## config.mk

```make
export PLATFORM = sky130hd
export DESIGN_NAME = pulse_param_decoder
export DESIGN_NICKNAME = d
export VERILOG_FILES = /design/src/rtl/pulse_param_decoder.sv
export SDC_FILE = /design/constraint.sdc
export NUM_CORES = 1
export LEC_CHECK = 0
export ABC_CLOCK_PERIOD_IN_PS = 2700
export CORE_ASPECT_RATIO = 0.75
export CORE_MARGIN = 2
export CORE_UTILIZATION = 55
export CTS_CLUSTER_DIAMETER = 80
export DETAILED_ROUTE_END_ITERATION = 10
export GPL_TIMING_DRIVEN = 1
export HOLD_SLACK_MARGIN = 0.12
export PLACE_DENSITY = 0.79
export SYNTH_ARGS = -nofsm -noshare
export SYNTH_HDL_FRONTEND = slang
export SYNTH_SLANG_ARGS = --single-unit
```

## constraint.sdc

```tcl
create_clock -name clk -period 2.7 [get_ports clk]
set_input_delay 0.54 -clock clk [delete_from_list [all_inputs] [get_ports clk]]
set_output_delay 0.54 -clock clk [all_outputs]
set_load 0.05 [all_outputs]
```

## src/rtl/pulse_param_decoder.sv

```systemverilog
// Framed UART command decoder staging pulse-generator parameters in shadow registers and publishing them atomically on commit.
// Optional build macro PARAM_READBACK_EN adds 0x81-0x88 register readback frames.
module pulse_param_decoder #(
    parameter logic [31:0] DEF_PERIOD = 32'd600000,
    parameter logic [31:0] DEF_P1WID  = 32'd30,
    parameter logic [31:0] DEF_DEL    = 32'd200,
    parameter logic [31:0] DEF_P2WID  = 32'd60,
    parameter int          TIMEOUT    = 120000
) (
    input  logic        clk,
    input  logic        reset,
    input  logic [7:0]  rx_data,
    input  logic        rx_valid,
    output logic [7:0]  tx_data,
    output logic        tx_valid,
    input  logic        tx_ready,
    output logic [31:0] per,
    output logic [31:0] p1wid,
    output logic [31:0] del,
    output logic [31:0] p2wid,
    output logic        pu,
    output logic        bl,
    output logic [7:0]  cp,
    output logic [7:0]  p_bl,
    output logic [15:0] p_bl_off,
    output logic        upd
);

    localparam logic [2:0] S_IDLE = 3'd0;
    localparam logic [2:0] S_ADDR = 3'd1;
    localparam logic [2:0] S_DATA = 3'd2;
    localparam logic [2:0] S_CHK  = 3'd3;
    localparam logic [2:0] S_RESP = 3'd4;

    localparam int            TW       = $clog2(TIMEOUT + 1);
    localparam logic [TW-1:0] TOUT_MAX = TW'(TIMEOUT);
    localparam logic [7:0]    SOF      = 8'hA5;
    localparam logic [7:0]    ACK      = 8'h06;
    localparam logic [7:0]    NAK      = 8'h15;

    logic [2:0]    state;
    logic [1:0]    cnt;
    logic [TW-1:0] tout;
    logic          exec;
    logic [7:0]    addr;
    logic [7:0]    chk_acc;
    logic [31:0]   data;
    logic          chk_ok;

    logic [31:0] sh_per, sh_p1wid, sh_del, sh_p2wid;
    logic        sh_pu, sh_bl;
    logic [7:0]  sh_cp, sh_p_bl;
    logic [15:0] sh_p_bl_off;

    logic wr_map, commit, rd_hit, frame_ok, handshake;

    assign wr_map    = (addr >= 8'h01) && (addr <= 8'h08);
    assign commit    = (addr == 8'h0F);
    assign frame_ok  = chk_ok && (wr_map || commit || rd_hit);
    assign handshake = tx_valid && tx_ready;

`ifdef PARAM_READBACK_EN
    logic [31:0] rd_val;
    logic [31:0] rb_word;
    logic [2:0]  rb_left;

    assign rd_hit = addr[7] && (addr[6:0] >= 7'd1) && (addr[6:0] <= 7'd8);

    always_comb begin
        rd_val = '0;
        case (addr[6:0])
            7'd1:    rd_val = per;
            7'd2:    rd_val = p1wid;
            7'd3:    rd_val = del;
            7'd4:    rd_val = p2wid;
            7'd5:    rd_val = {30'd0, bl, pu};
            7'd6:    rd_val = {24'd0, cp};
            7'd7:    rd_val = {24'd0, p_bl};
            7'd8:    rd_val = {16'd0, p_bl_off};
            default: rd_val = '0;
        endcase
    end

    // Readback payload shifts out MSB first, one byte per accepted handshake.
    always_ff @(posedge clk) begin
        if (state == S_RESP && exec)
            rb_word <= rd_val;
        else if (state == S_RESP && handshake && rb_left != 3'd0)
            rb_word <= {rb_word[23:0], 8'h00};
    end
`else
    assign rd_hit = 1'b0;
`endif

    always_ff @(posedge clk) begin
        if (reset) begin
            state    <= S_IDLE;
            cnt      <= 2'd0;
            tout     <= '0;
            exec     <= 1'b0;
            tx_valid <= 1'b0;
            tx_data  <= 8'h00;
            upd      <= 1'b0;
`ifdef PARAM_READBACK_EN
            rb_left  <= 3'd0;
`endif
        end else begin
            upd <= 1'b0;
            case (state)
                S_IDLE: begin
                    tout <= '0;
                    if (rx_valid && rx_data == SOF)
                        state <= S_ADDR;
                end
                S_ADDR, S_DATA, S_CHK: begin
                    if (rx_valid) begin
                        tout <= '0;
                        case (state)
                            S_ADDR: begin
                                state <= S_DATA;
                                cnt   <= 2'd0;
                            end
                            S_DATA: begin
                                cnt <= cnt + 2'd1;
                                if (cnt == 2'd3)
                                    state <= S_CHK;
                            end
                            default: begin
                                state <= S_RESP;
                                exec  <= 1'b1;
                            end
                        endcase
                    end else if (tout == TOUT_MAX) begin
                        state <= S_IDLE;
                        tout  <= '0;
                    end else begin
                        tout <= tout + TW'(1);
                    end
                end
                S_RESP: begin
                    // Frame is evaluated one edge after its CHK byte; incoming bytes are ignored here.
                    if (exec) begin
                        exec     <= 1'b0;
                        tx_valid <= 1'b1;
                        tx_data  <= frame_ok ? ACK : NAK;
                        if (frame_ok && commit)
                            upd <= 1'b1;
`ifdef PARAM_READBACK_EN
                        if (frame_ok && rd_hit)
                            rb_left <= 3'd4;
`endif
                    end else if (handshake) begin
`ifdef PARAM_READBACK_EN
                        if (rb_left != 3'd0) begin
                            tx_data <= rb_word[31:24];
                            rb_left <= rb_left - 3'd1;
                        end else begin
                            tx_valid <= 1'b0;
                            state    <= S_IDLE;
                        end
`else
                        tx_valid <= 1'b0;
                        state    <= S_IDLE;
`endif
                    end
                end
                default: state <= S_IDLE;
            endcase
        end
    end

    always_ff @(posedge clk) begin
        if (state == S_ADDR && rx_valid) begin
            addr    <= rx_data;
            chk_acc <= rx_data;
        end else if (state == S_DATA && rx_valid) begin
            data    <= {data[23:0], rx_data};
            chk_acc <= chk_acc ^ rx_data;
        end else if (state == S_CHK && rx_valid) begin
            chk_ok  <= (rx_data == chk_acc);
        end
    end

    // Shadow writes and the commit copy both land on the evaluation edge.
    always_ff @(posedge clk) begin
        if (reset) begin
            sh_per      <= DEF_PERIOD;
            sh_p1wid    <= DEF_P1WID;
            sh_del      <= DEF_DEL;
            sh_p2wid    <= DEF_P2WID;
            sh_pu       <= 1'b0;
            sh_bl       <= 1'b0;
            sh_cp       <= 8'd0;
            sh_p_bl     <= 8'd0;
            sh_p_bl_off <= 16'd0;
            per         <= DEF_PERIOD;
            p1wid       <= DEF_P1WID;
            del         <= DEF_DEL;
            p2wid       <= DEF_P2WID;
            pu          <= 1'b0;
            bl          <= 1'b0;
            cp          <= 8'd0;
            p_bl        <= 8'd0;
            p_bl_off    <= 16'd0;
        end else if (state == S_RESP && exec && frame_ok) begin
            if (commit) begin
                per      <= sh_per;
                p1wid    <= sh_p1wid;
                del      <= sh_del;
                p2wid    <= sh_p2wid;
                pu       <= sh_pu;
                bl       <= sh_bl;
                cp       <= sh_cp;
                p_bl     <= sh_p_bl;
                p_bl_off <= sh_p_bl_off;
            end else if (wr_map) begin
                case (addr)
                    8'h01:   sh_per      <= data;
                    8'h02:   sh_p1wid    <= data;
                    8'h03:   sh_del      <= data;
                    8'h04:   sh_p2wid    <= data;
                    8'h05: begin
                             sh_bl       <= data[1];
                             sh_pu       <= data[0];
                    end
                    8'h06:   sh_cp       <= data[7:0];
                    8'h07:   sh_p_bl     <= data[7:0];
                    default: sh_p_bl_off <= data[15:0];
                endcase
            end
        end
    end

endmodule

```

==> results of run 1 <==
[power breakdown]
group          internal [mW]  switching [mW]  leakage [nW]
Clock                   3.10            2.23         0.620
Sequential              6.17           0.189          3.28
Combinational          0.227           0.368          2.16
[logic make-up (layout without fill, tap and decap cells)]
family	count (synthesis)	in the layout	share of synthesized area [%]
simple gates	766	766	22.5
flops	401	401	59.4
compound gates	273	273	9.72
buf+inv	125	287	3.83
mux	35	35	2.44
xor+xnor	30	30	1.83
fa+ha+maj	3	3	0.262
other cells	1	4	0.0261
[critical path, stage by stage, from the launching register on]
cell and delay (ns):
dfxtp_1 0.63, and4bb_2 0.43, nand3_4 0.21, or3_4 0.45
buf_12 0.31, nand2_1 0.20, nand3b_1 0.10
[flip-flops by register name, indices dropped and copies added, names as in the netlist, 2 cells and up]
name         flops
state            3
cp               8
tx_data          3
sh_p_bl          8
cnt              2
p2wid           32
chk_acc          8
sh_p2wid        32
sh_del          32
sh_per          32
p_bl             8
sh_p_bl_off     16
p_bl_off        16
del             32
sh_cp            8
addr             8
data            32
tout            17
per             32
sh_p1wid        32
p1wid           32
[layer usage]
metal | part of all wire (%) | up-vias
met4 | 2.0 | 0
met1 | 45 | 5492
met2 | 46 | 438
li1 | - | 5595
met5 | 0 | -
met3 | 6.6 | 57
[stage by stage]
step | setup WS [ns] | instance area, sq um | util, %
floorplan | 0.581 | 14400 | -
global placement | 0.281 | 16400 | 63.6
detailed placement | 0.249 | 16400 | 63.6
CTS | 0.260 | 17600 | 68.5
global route | 0.142 | 17600 | 68.5
finish | 0.225 | 17600 | 68.5
[cells in the mapped netlist, types with 4 or more instances]
cell type	count	area share (%)
nand4_1	5	0.22
clkbuf_1	69	1.8
buf_2	37	1.3
edfxtp_1	49	10
xor2_1	7	0.43
nor2_1	69	1.8
buf_4	7	0.37
and3_1	5	0.22
a31oi_1	5	0.22
a21oi_1	259	9.0
xnor2_1	23	1.4
nor4_2	4	0.35
inv_1	9	0.24
nand3_1	6	0.21
dfxtp_1	352	49
nand2_1	599	16
nand2b_1	5	0.22
nor3_1	8	0.28
nand3b_1	41	2.1
mux2i_1	35	2.4
[cell type report]
type,instances,area [sq um],area share (%)
Multi-Input combinational cell,1111,5330,30.2
Clock buffer,56,1080,6.12
Sequential cell,401,8520,48.3
Clock inverter,16,174,0.985
Tap cell,344,430,2.44
Timing Repair Buffer,206,2090,11.8
Inverter,9,33.8,0.191
[how the worst min path moves through the flow]
stage	slack (ns)	to	start	depth (start not counted)
finish	0.33	tout[0]	reset	2
global placement	0.44	del[5]	sh_del[5]	2
floorplan	0.42	data[8]	data[0]	0
global route	0.34	sh_p_bl[5]	reset	2
detailed placement	0.44	p2wid[24]	sh_p2wid[24]	2
CTS	0.32	tout[0]	reset	2
==> results.md, run 1 <==
- Post-route clock period utilization: 91.7%
- Most frequent cells in the layout: nand2_1, dfxtp_1, a21oi_1
- Pwr Density: approximately 700 mW/mm^2
- Post-synth design cell area: 0.0144 sq mm
- PostCTS Resize Cnt: 0
- Hold WS: between 0.3 and 0.4 ns
- First-pass detailed-route iteration total: 6
- Vias per inst: between 5 and 6
- RSZ-0062 raised after global routing: no
- Post-synthesis average cell area: 8.78 sq um
- Drt drc: 0
- Diode count: 0
- #FFs+latches synth: 401
- Row count: 51
- CTS tree: yes
- YS warnings: 0
- # clock sinks: about 400
- Clock slew at reported path FFs: 0.06 ns
- Dpl hpwl: 22400 um
- Library cells used by synthesis: 47
- H-tree depth: 2
- # hold bufs at CTS: 0
- DR iter-0 viols: roughly 1100
- Setup Buffers After CTS: 0
- Grt met2 use: between 40% and 50%
- Layout fillers: 1985
- Setup violators final: 0
- Worst setup path class: reg -> reg
- Worst Setup Start Kind: flop
- Peak supply drop: 0.385 mV
- Routed WL per cell: roughly 17 um
- Setup TNS: 0 ns
- Max-cap viol count: 0
- First-pass GRT wire length: around 58000 um
- GPL Wtd Cong: between 0.8 and 0.9
- Crit. End Element: flop
- Die X: roughly 190 um
- Fmax: 0.404 GHz
- Die area: 0.0274 sq mm
- Syn-to-layout area delta: 23.0%
- Initial antenna violation count: 0
- CTS root buf: clkbuf_16
- Synth async-reset ratio: 0%
- Reg2reg end: p2wid[2]
- Grt total ovfl: 0
- Synth Instances: 1634
- Core Area: around 0.026 sq mm
- EDFF count, synth: 49
- Die extent in y: 144 um
- Most common cell after layout, fill and taps aside: nand2_1
- Tot Pwr: between 10 and 15 mW
- Routed WL: around 37000 um
- Worst setup endpoint: p2wid[2]
- Clock Skews: 0.0126 ns
- Hold Vio Cnt, Final: 0
- Main synth FF type: dfxtp_1
- I/O pin total: 184
- Hold Path Class: in -> reg
- Vias in the first global route: ~11000
- Finished Layout Cells: between 2000 and 2500
- Total Routing Usage GR: 26.7%
- Crit path DAT: between 2 and 3 ns
- Worst endpoint required time: 3.10 ns
- Initial Utilization: 55.7%
- Met3 global-route usage: 3.64%
- Worst R2R Setup Slack: 0.22 ns
- Largest net degree at the start of global routing: 164
- Placed Instances: 2071
- Crit path launch: state[2]
- Lkg Pwr: between 6 and 7 nW
- Sequential area share after synthesis: about three fifths
- CTS buffer count: 39
- Reg2reg start: state[2]
- Final min period: 2.48 ns
- Worst-path maximum fanout: roughly 160
- Worst skew pair latency: around 0.52 ns
- Reg2reg path depth: 6
- Port Buffers: 179
- Layout net count: 1783
- Status: finished, final reports clean
- Via count: 11582
- Max-slew violations: 0
- Slew headroom: about 41%
- Clock tree buffer depth: 3
- GRT Max-Usage Layer: met2
- Met1 Usage GRT: 37.8%
- Antenna-violating nets left: 0
- Layout cells sized above 1: 5.50%
- Worst Tran Pin Value: 0.879 ns
Power figures use the tool's default switching activity.
==> run 2, diff against run 1 <==
SETUP_SLACK_MARGIN = 0.2   (was unset)
==> results.md, run 2 (synthesized netlist as in run 1, its figures left out) <==
- Final WS setup: 0.381 ns
- CTS root buf: clkbuf_16
- Slowest Stage Delay on Critical Path: 0.45 ns
- Worst skew pair latency: 0.52 ns
- Diode count: 0
- Layout cells sized above 1: 5.56%
- Vias in the first global route: 10915
- Setup Buffers After CTS: 0
- Seq pwr share: 51.8%
- Cell Chain, Critical Path: nor4_4 -> nand3_4 -> or3_4 -> buf_12 -> nand2_1 -> a21oi_1
- Setup violators final: 0
- First-pass GRT wire length: 57600 um
- H-tree depth: 2
- Most frequent cells in the layout: nand2_1, dfxtp_1, a21oi_1
- Sequential cell area: ~0.0085 sq mm
- Vias per inst: roughly 5.4
- Syn-to-layout area delta: 23.1%
- Layout net count: 1783
- Worst Tran Pin Value: 0.880 ns
- Max-cap viol count: 0
- Post-Place Setup Slack: 0.249 ns
- Layout fillers: 1984
- Crit. End Element: flop
- Crit path DAT: 2.71 ns
- Most common cell after layout, fill and taps aside: nand2_1
- Area of the multi-input gates: 0.00533 sq mm
- Fmax: around 0.43 GHz
- Drt drc: 0
- Hold Vio Cnt, Final: 0
- Worst endpoint required time: 3.09 ns
- Slew headroom: 41.3%
- Dpl hpwl: 22400 um
- Pwr Density: 696 mW/mm^2
- Die X: between 150 and 200 um
- Combinational Power Share: 4.8%
- Core Area: 0.0258 sq mm
- Peak supply drop: 0.387 mV
- Clock slew at reported path FFs: 0.07 ns
- I/O pin total: ~180
- Worst Setup Start Kind: flop
- Reg2reg path depth: 6
- Clock group share of total power: a little over two fifths
- Final min period: 2.32 ns
- Row count: slightly above 50
- Post-route clock period utilization: 85.9%
- Clock tree buffer depth: 3
- Worst-path maximum fanout: ~160
- Via count: 11653
- Hold Path Class: in -> reg
- Cell family contributing the most delay on the critical path: simple AND/OR/NAND/NOR gates
- Port Buffers: 179
- Psw: 2.80 mW
- Routed WL: approximately 37000 um
- # clock sinks: 401
- Initial antenna violation count: 0
- Die extent in y: 144 um
- Worst Hold Path Cells: 2
- DR iter-0 viols: approximately 1100
- First-pass detailed-route iteration total: 5
- PostCTS Resize Cnt: 0
- Lkg Pwr: 6.06 nW
- Cell count along the critical path: 6
- Critical path buffers and inverters: 1
- Clock Skews: ~0.014 ns
- Initial Utilization: 55.7%
- Grt total ovfl: 0
- GPL Wtd Cong: 0.832
- Antenna-violating nets left: 0
- CTS buffer count: 39
- RSZ-0062 raised after global routing: no
- Total Routing Usage GR: roughly a quarter
- Max-slew violations: 0
- Sw frac: a little under a quarter
- Worst setup path class: reg -> reg
- Largest net degree at the start of global routing: 164
- Routed WL per cell: 17.4 um
- CTS tree: yes
- Cell internal pwr: 9.50 mW
- Die area: 0.0274 sq mm
- Setup TNS: 0 ns
- Slowest stage cell, crit path: or3_4
- # hold bufs at CTS: 0
- Status: finished, final reports clean
-- run 2: changes by cell type in the layout (fill, tap and decap cells not counted) --
cell / delta
nor4_2: -1
nor4_4: +1
dfxtp_1: -1
dfxtp_2: +1
-- run 2: power by group through the flow --
stage / registers (mW) / logic [mW] / clock network [mW]
after global placement: 6.48 / 0.573 / 0
final: 6.36 / 0.592 / 5.34
after detailed placement: 6.48 / 0.584 / 0
after CTS: 6.35 / 0.588 / 5.39
after global routing: 6.37 / 0.639 / 5.66
after floorplan: 6.37 / 0.425 / 0
-- run 2: cell type report --
| class | instances | share of cell area, % |
|---|---|---|
| clock inverters | 16 | 0.985 |
| multi-input cells | 1111 | 30.2 |
| inverters | 9 | 0.191 |
| well taps | 344 | 2.44 |
| clock buffers | 56 | 6.11 |
| repair buffers | 206 | 11.8 |
| flip-flops and latches | 401 | 48.2 |
-- run 2: routing by layer --
layer	vias to the layer above	wire length (um)	track usage, %
li1	5602	-	-
met1	5564	17000	37.8
met2	430	17200	42.7
met3	57	2400	3.64
met4	0	769	8.04
met5	-	0	0
-- run 2: worst reg2reg max path, delay by kind of cell, from the launching register on --
kind | cells | cell delay (ns)
AO/OA/AOI/OAI | 1 | 0.08
AND/OR/NAND/NOR | 4 | 1.36
flip-flops | 1 | 0.44
buffers and inverters | 1 | 0.30
-- run 2: stage by stage --
| stage | power [mW] | cells | utilization, % | cell area [sq um] | hold slack [ns] |
|---|---|---|---|---|---|
| 2_1_floorplan | 6.80 | 1637 | - | 14400 | 0.424 |
| 3_3_place_gp | 7.05 | 2071 | 63.6 | 16400 | 0.437 |
| 3_5_place_dp | 7.07 | 2071 | 63.6 | 16400 | 0.441 |
| 4_1_cts | 12.3 | 2143 | 68.5 | 17600 | 0.320 |
| 5_1_grt | 12.7 | 2143 | 68.5 | 17700 | 0.337 |
| 6_report | 12.3 | 2143 | 68.5 | 17700 | 0.333 |
-- run 2: final timing paths --
kind	startpoint	endpoint	slack [ns]
min	reset	sh_p_bl[6]	0.33
min reg2reg	sh_cp[7]	cp[7]	0.45
max	addr[7]	cp[1]	0.38
max reg2reg	addr[7]	cp[1]	0.38
